## src/rtl/sixty_pkg.sv

```systemverilog
// Shared definitions for the mod-60 BCD countdown timer.
//   TENS_W / ONES_W : digit widths
//   MAX_TENS / MAX_ONES : largest legal value of each digit
//   state_t : sequencing states of the timer FSM
package sixty_pkg;

  localparam int TENS_W   = 3;
  localparam int ONES_W   = 4;
  localparam int MAX_TENS = 5;
  localparam int MAX_ONES = 9;

  typedef enum logic [1:0] {
    IDLE  = 2'd0,
    RUN   = 2'd1,
    PAUSE = 2'd2,
    DONE  = 2'd3
  } state_t;

endpackage

```

## src/rtl/bcd_down_digit.sv

```systemverilog
// One BCD down-counting digit.
//   clk, rst : clock, synchronous active-high reset (q -> 0)
//   dec      : decrement; 0 wraps to MAX
//   ld       : load ld_val (clamped to MAX), has priority over dec
//   ld_val   : value to load
//   q        : current digit
//   zero     : q == 0, used as the borrow into the next digit
module bcd_down_digit #(
  parameter int W   = 4,
  parameter int MAX = 9
) (
  input  logic         clk,
  input  logic         rst,
  input  logic         dec,
  input  logic         ld,
  input  logic [W-1:0] ld_val,
  output logic [W-1:0] q,
  output logic         zero
);

  localparam logic [W-1:0] MAX_V = W'(MAX);
  localparam logic [W-1:0] ONE_V = W'(1);

  logic [W-1:0] r_q;

  always_ff @(posedge clk) begin
    if (rst) begin
      r_q <= '0;
    end else if (ld) begin
      // clamp so the digit can never leave its legal range
      r_q <= (ld_val > MAX_V) ? MAX_V : ld_val;
    end else if (dec) begin
      r_q <= (r_q == '0) ? MAX_V : (r_q - ONE_V);
    end
  end

  assign q    = r_q;
  assign zero = (r_q == '0);

endmodule

```

## src/rtl/sixty_down.sv

```systemverilog
// Two-digit BCD mod-60 countdown timer with idle/run/pause/done sequencing.
//   clk, rst         : clock, synchronous active-high reset
//   tick             : count-enable strobe, one decrement per tick in RUN
//   start/stop/load  : control strobes, priority load > stop > start > tick
//   ld_tens, ld_ones : preset digits (clamped to 5 / 9)
//   tens, ones       : current count
//   borrow           : one-cycle pulse when a tick arrives at count 00
//   running, done    : registered state decodes
//
// state | meaning
// IDLE  | stopped, waiting for start; loads land here
// RUN   | counting on tick
// PAUSE | count held, start resumes
// DONE  | count expired at 00 (only without WRAP), waiting for load
module sixty_down
  import sixty_pkg::*;
#(
  parameter bit                 WRAP        = 1'b0,
  parameter logic [TENS_W-1:0]  RELOAD_TENS = 3'd5,
  parameter logic [ONES_W-1:0]  RELOAD_ONES = 4'd9
) (
  input  logic              clk,
  input  logic              rst,
  input  logic              tick,
  input  logic              start,
  input  logic              stop,
  input  logic              load,
  input  logic [TENS_W-1:0] ld_tens,
  input  logic [ONES_W-1:0] ld_ones,
  output logic [TENS_W-1:0] tens,
  output logic [ONES_W-1:0] ones,
  output logic              borrow,
  output logic              running,
  output logic              done
);

  state_t r_state;
  state_t w_state_nxt;
  logic   r_borrow;
  logic   r_running;
  logic   r_done;

  logic [TENS_W-1:0] w_tens;
  logic [ONES_W-1:0] w_ones;
  logic              w_tens_zero;
  logic              w_ones_zero;
  logic              w_cnt_zero;
  logic              w_run_tick;
  logic              w_wrap_ld;
  logic              w_ld;
  logic              w_dec_ones;
  logic              w_dec_tens;
  logic [TENS_W-1:0] w_ld_tens;
  logic [ONES_W-1:0] w_ld_ones;

  assign w_cnt_zero = w_tens_zero & w_ones_zero;
  // load and stop both swallow a simultaneous tick
  assign w_run_tick = (r_state == RUN) & tick & ~load & ~stop;
  assign w_wrap_ld  = w_run_tick & w_cnt_zero & WRAP;
  assign w_ld       = load | w_wrap_ld;
  assign w_ld_tens  = load ? ld_tens : RELOAD_TENS;
  assign w_ld_ones  = load ? ld_ones : RELOAD_ONES;
  // at 00 the tick is a borrow (reload or expire), never a decrement
  assign w_dec_ones = w_run_tick & ~w_cnt_zero;
  assign w_dec_tens = w_dec_ones & w_ones_zero;

  bcd_down_digit #(.W(ONES_W), .MAX(MAX_ONES)) u_ones (
    .clk    (clk),
    .rst    (rst),
    .dec    (w_dec_ones),
    .ld     (w_ld),
    .ld_val (w_ld_ones),
    .q      (w_ones),
    .zero   (w_ones_zero)
  );

  bcd_down_digit #(.W(TENS_W), .MAX(MAX_TENS)) u_tens (
    .clk    (clk),
    .rst    (rst),
    .dec    (w_dec_tens),
    .ld     (w_ld),
    .ld_val (w_ld_tens),
    .q      (w_tens),
    .zero   (w_tens_zero)
  );

  always_comb begin
    w_state_nxt = r_state;
    if (load) begin
      w_state_nxt = IDLE;
    end else if (stop) begin
      if (r_state == RUN) w_state_nxt = PAUSE;
    end else if (start) begin
      case (r_state)
        IDLE:    w_state_nxt = w_cnt_zero ? DONE : RUN;
        PAUSE:   w_state_nxt = RUN;
        default: w_state_nxt = r_state;
      endcase
    end else if (w_run_tick && w_cnt_zero && !WRAP) begin
      w_state_nxt = DONE;
    end
  end

  always_ff @(posedge clk) begin
    if (rst) begin
      r_state   <= IDLE;
      r_borrow  <= 1'b0;
      r_running <= 1'b0;
      r_done    <= 1'b0;
    end else begin
      r_state   <= w_state_nxt;
      r_borrow  <= w_run_tick & w_cnt_zero;
      r_running <= (w_state_nxt == RUN);
      r_done    <= (w_state_nxt == DONE);
    end
  end

  assign tens    = w_tens;
  assign ones    = w_ones;
  assign borrow  = r_borrow;
  assign running = r_running;
  assign done    = r_done;

endmodule

```

## config.mk

```make
export PLATFORM = sky130hd
export DESIGN_NAME = sixty_down
export DESIGN_NICKNAME = d
export VERILOG_FILES = /design/src/rtl/sixty_pkg.sv /design/src/rtl/bcd_down_digit.sv /design/src/rtl/sixty_down.sv
export SDC_FILE = /design/constraint.sdc
export NUM_CORES = 1
export LEC_CHECK = 0
export ABC_AREA = 1
export CAP_MARGIN = 20
export CORE_ASPECT_RATIO = 1.25
export CORE_UTILIZATION = 42
export CTS_BUF_LIST = sky130_fd_sc_hd__clkbuf_4
export DETAILED_ROUTE_END_ITERATION = 16
export GPL_TIMING_DRIVEN = 0
export MAX_ROUTING_LAYER = met4
export PLACE_DENSITY = 0.77
export SETUP_SLACK_MARGIN = 0.5
export SYNTH_ARGS = -nofsm -noshare
export SYNTH_HDL_FRONTEND = slang
export SYNTH_SLANG_ARGS = --single-unit
```

## constraint.sdc

```tcl
create_clock -name clk -period 1 [get_ports clk]
set_input_delay 0.15 -clock clk [delete_from_list [all_inputs] [get_ports clk]]
set_output_delay 0.15 -clock clk [all_outputs]
set_load 0.01 [all_outputs]
```

==> results of run 1 <==
kinds of logic after synthesis:
kind of cell	after synthesis
compound gates	21
buf+inv	12
flops	12
simple gates	62
stage by stage:
stage          instance area [um2]   util
2_1_floorplan                  743      -
3_3_place_gp                   986  0.631
3_5_place_dp                   986  0.631
4_1_cts                       1060  0.679
5_1_grt                       1150  0.734
6_report                      1150  0.734
worst max path at each step:
stage / endpoint / slack [ns] / cells past startpoint
3_5_place_dp: u_tens.q[2] / -0.51 / 9
4_1_cts: u_ones.q[2] / -0.17 / 7
6_report: u_tens.q[2] / -0.19 / 8
3_3_place_gp: u_tens.q[2] / -0.50 / 9
2_1_floorplan: u_ones.q[1] / -0.08 / 6
5_1_grt: done / -0.29 / 9
flip-flops by register name, indices dropped and copies added, names as in the netlist:
name / count
borrow: 1
done: 1
r_state: 2
running: 1
u_ones.q: 4
u_tens.q: 3
synth_stat cells, drive strengths merged:
cell,n,area share
nand3,7,0.057
a21boi,1,0.011
nand4,1,0.0090
inv,11,0.059
nand2,26,0.16
o21ai,10,0.088
dfxtp,12,0.34
a211oi,1,0.011
a21oi,9,0.064
nor3,2,0.014
and2,1,0.0090
nor2,25,0.16
buf,1,0.0071
power groups by stage:
stage / logic [mW] / clock network [mW] / registers [mW]
floorplan: 0.177 / 0 / 0.557
global placement: 0.312 / 0 / 0.551
detailed placement: 0.317 / 0 / 0.551
CTS: 0.346 / 0.314 / 0.537
global route: 0.432 / 0.346 / 0.542
finish: 0.395 / 0.315 / 0.538
layout make-up:
cell class | instances | area (um2)
Sequential cell | 12 | 273
Tap cell | 18 | 22.5
Timing Repair Buffer | 33 | 303
Multi-Input combinational cell | 83 | 473
Inverter | 11 | 43.8
Fill cell | 124 | 415
Clock inverter | 1 | 3.75
Buffer | 1 | 5.00
Clock buffer | 3 | 22.5
routing by layer:
layer / part of all wire / routed length (um) / vias to the layer above / GRT usage
met5: 0 / 0 / - / -
met4: 0.013 / 24 / 0 / 0.0966
met3: 0.029 / 54 / 5 / 0.0465
met2: 0.56 / 1060 / 20 / 0.390
met1: 0.40 / 751 / 384 / 0.215
li1: - / - / 420 / -
critical path, cell delays in order, from the launching register on:
cell     delay [ns]
dfxtp_4        0.36
nor2_4         0.16
nand2_4        0.09
inv_4          0.07
nand3_2        0.10
nand2_4        0.10
inv_2          0.05
nor2_2         0.09
nor2_1         0.05
timing repair:
| action | 4_1_cts | 5_1_grt |
|---|---|---|
| gates cloned | 0 | 0 |
| gates resized for setup | 48 | 18 |
| buffers inserted | 8 | 3 |
| pin swaps | 4 | 6 |
| endpoints found under the setup margin | 22 | 22 |
==> reports/qor.txt, run 1 <==
register bit count reported by yosys: 12
hpwl dp: 1240 um
Worst-path clk slew: 0.08 ns
FF-to-FF Start: u_ones.q[1]
core box area: 1560 um2
Int Pwr: 0.841 mW
Residual DRC: 0
crit path kind: reg -> reg
vias in the first global route: 704
worst hold slack: 0.285 ns
CTS H-Tree Depth: 1
Setup WS pre-CTS: -0.508 ns
pin count of the biggest net entering global routing: 11
Sw Ratio: 0.326
Slew @ Worst Pin: 0.258 ns
fin cells: 162
CTS Hold Bufs: 0
Syn Nets: 120
Worst setup SP type: flip-flop
clock power share: 0.253
Bufs on Longest Clock Path: 2
Netlist cell types: 21
setup slack after layout: -0.189 ns
Top-Level Pins: 23
TritonCTS clock tree: done
PwrDens: 1090 nW/um2
vias after detailed routing: 829
most common cell after layout, fill and taps aside: nand2_1
first-pass GRT wire length: 2690 um
reg-to-reg endpoint: u_tens.q[2]
Final Power: 1.25 mW
Worst setup EP type: flip-flop
wirelength, routed: 1890 um
antenna-violating nets left: 0
xor-xnor portion of the synthesized cell area: 0
Critical path origin: u_ones.q[1]
mux cell area share after synthesis: 0
vias per cell: 5.12
endpoints failing setup: 12
skew final: 0.00119 ns
VDD IR max: 0.882 mV
area grow syn2layout: 63.9%
Die ar.: 1830 um2
combinational share of power: 0.317
initial antenna violation count: 0
DR pass1 iterations: 4
Seq/Total Area, Yosys: 0.343
Fmax: 0.841 GHz
r2r setup slk: -0.19 ns
share of layout cells above drive strength 1: 0.417
number of DRC markers in iteration 0: 18
Synth Warn #: 0
largest family of logic cells by synthesized area: simple AND/OR/NAND/NOR gates
Starting Density: 0.448
Worst R2R Path Depth: 8
critical path fanouts, max: 5
Synth Cell Area: 699 um2
maxcap violations: 0
die height: 47.6 um
slew margin rel.: 0.827
# port buffers: 22
endpoint of the worst hold path: u_ones.q[0]
worst min-delay path category: in -> reg
min-delay src: rst
Rows: 16
CTS Buf Count: 3
most frequent cells in the layout: nand2_1 (21), nor2_1 (18), buf_4 (10)
Min Clock Period, post-route: 1.19 ns
# diodes: 0
grt total ovfl: 0
Simple-Gate Fraction of Synth Area: 0.417
Setup TNS: -1.73 ns
status: finished, violations left
placed cell count: 147
net load switching power: 0.407 mW
root buffer cell: clkbuf_4
Final Cycle Share: 1.19
Synth Area in Adders: 0
routed len/inst: 11.7 um
violated checks: setup timing
Reg power frac: 0.431
Hold Path Depth: 2
DIE WIDTH: 38.5 um
Static Leak: 0.514 nW
Final #Nets: 158
Compound-Gate Fraction of Synth Area: 0.174
RSZ-0062 raised after global routing: true
Max Slew Vio Count: 0
cells after synthesis: 107
Clk Latency, worst-skew pair: 0.28 ns
Global Route Usage Sum: 0.214
final hold violations: 0
Worst Path Arrival: 1.36 ns
RD Place Congestion: 0.795
clock sinks: 12
mean post-synth cell area: 6.54 um2
Critical Path RT: 1.17 ns
Note: power is estimated with default switching activity, not from simulation.
==> run 2: changes to the inputs <==
==> constraint.sdc (replaced) <==
create_clock -name clk -period 1 [get_ports clk]
set_input_delay 0.15 -clock clk [delete_from_list [all_inputs] [get_ports clk]]
set_output_delay 0.15 -clock clk [all_outputs]
set_load 0.005 [all_outputs]
==> reports/qor.txt, run 2 (same netlist as run 1, synthesis figures left out) <==
grt total ovfl: 0
wirelength, routed: 1950 um
skew final: 0.00768 ns
crit path kind: reg -> reg
setup slack after layout: -0.249 ns
CTS Buf Count: 3
Clk Latency, worst-skew pair: 0.27 ns
# port buffers: 22
Crit path top cell by count: nand2_4
Min Clock Period, post-route: 1.25 ns
violated checks: setup timing
antenna-violating nets left: 0
number of DRC markers in iteration 0: 23
crit-path max cell delay: 0.32 ns
CTS H-Tree Depth: 1
vias per cell: 5.13
most common cell after layout, fill and taps aside: nand2_1
first-pass GRT wire length: 2790 um
fin cells: 167
vias in the first global route: 741
placed cell count: 147
Static Leak: 0.548 nW
Max Slew Vio Count: 0
combinational share of power: 0.332
Worst setup EP type: flip-flop
min-delay src: rst
VDD IR max: 0.683 mV
Slowest-stage cell, CP: dfxtp_2
root buffer cell: clkbuf_4
max reg flops: 4
Die ar.: 1830 um2
share of layout cells above drive strength 1: 0.436
Residual DRC: 0
register area: 268 um2
Critical Path RT: 1.20 ns
vias after detailed routing: 856
endpoints failing setup: 12
Bufs on Longest Clock Path: 2
Worst Path Arrival: 1.45 ns
PwrDens: 1100 nW/um2
TritonCTS clock tree: done
FF-to-FF Start: u_tens.q[0]
clock power share: 0.262
maxcap violations: 0
# diodes: 0
Rows: 16
critical path fanouts, max: 4
area grow syn2layout: 69.8%
Setup TNS: -2.11 ns
Global Route Usage Sum: 0.223
DR pass1 iterations: 4
net load switching power: 0.395 mW
hpwl dp: 1280 um
Critical path origin: u_tens.q[0]
Multi-input gate area: 465 um2
final hold violations: 0
worst min-delay path category: in -> reg
Sw Ratio: 0.303
die height: 47.6 um
most frequent cells in the layout: nand2_1 (21), nor2_1 (17), buf_4 (15)
Starting Density: 0.448
fillcell total: 123
Int Pwr: 0.909 mW
routed len/inst: 11.7 um
Reg power frac: 0.406
DIE WIDTH: 38.5 um
slew margin rel.: 0.818
initial antenna violation count: 0
RD Place Congestion: 0.775
Final Cycle Share: 1.25
Fmax: 0.801 GHz
Worst setup SP type: flip-flop
Slew @ Worst Pin: 0.273 ns
clock sinks: 12
CP cell instances: buf_4, nor2_4, nand2_4, o21ai_4, nand2_4, nand3_2, nand2_1, nor2_1
status: finished, violations left
pin count of the biggest net entering global routing: 11
worst hold slack: 0.310 ns
core box area: 1560 um2
Top-Level Pins: 23
RSZ-0062 raised after global routing: true
Worst-path clk slew: 0.08 ns
Final #Nets: 163
## run 2: changes by cell type in the layout (fill, tap and decap cells not counted), sizes merged
cell,before,now
buf,22,26
clkbuf,3,5
clkinv,1,0
dlygate4sd2,3,2
dlymetal6s2s,0,1
## run 2: per-stage QoR
| stage | area [um2] | util | setup WS (ns) | power, mW |
|---|---|---|---|---|
| floorplan | 726 | - | -0.0676 | 0.725 |
| global placement | 968 | 0.620 | -0.497 | 0.853 |
| detailed placement | 968 | 0.620 | -0.519 | 0.858 |
| CTS | 1120 | 0.717 | -0.246 | 1.28 |
| global route | 1190 | 0.760 | -0.318 | 1.38 |
| finish | 1190 | 0.760 | -0.249 | 1.30 |
## run 2: area by class of cell
cell class	count	share of cell area
timing repair buffer	38	0.295
buffer	1	0.00632
multi-input combinational	83	0.392
clock buffer	4	0.0253
inverter	11	0.0369
sequential	12	0.226
tap	18	0.0190
## run 2: final timing paths
kind,slack (ns),cells after the start,to
worst min register to register,0.55,2,u_ones.q[1]
worst max-delay path,-0.25,8,u_ones.q[2]
worst max register to register,-0.25,8,u_ones.q[2]
worst min-delay path,0.31,2,u_ones.q[0]
## run 2: power groups by stage
stage	logic [mW]	clock network, mW	registers, mW
5_1_grt	0.471	0.372	0.533
4_1_cts	0.392	0.354	0.531
6_report	0.433	0.341	0.530
3_5_place_dp	0.306	0	0.552
2_1_floorplan	0.175	0	0.549
3_3_place_gp	0.301	0	0.551
## run 2: repair_timing
action | in CTS | in global routing
pin swaps | 3 | 7
gates resized for setup | 53 | 18
hold buffers | 0 | 0
buffers inserted | 14 | 2
setup endpoints to repair | 22 | 22
## run 2: critical path, delay by kind of cell, from the launching register on
family,cells,cell delay [ns]
AND/OR/NAND/NOR,6,0.51
AO/OA/AOI/OAI,1,0.21
buffers and inverters,1,0.14
flip-flops,1,0.32
## run 2: per-layer routing
layer  routed length (um)  track usage  vias to the layer above
met1                  810        0.238                      398
li1                     -            -                      432
met3                   79       0.0419                        3
met5                    0            -                        -
met2                 1050        0.413                       23
met4                   14       0.0621                        0
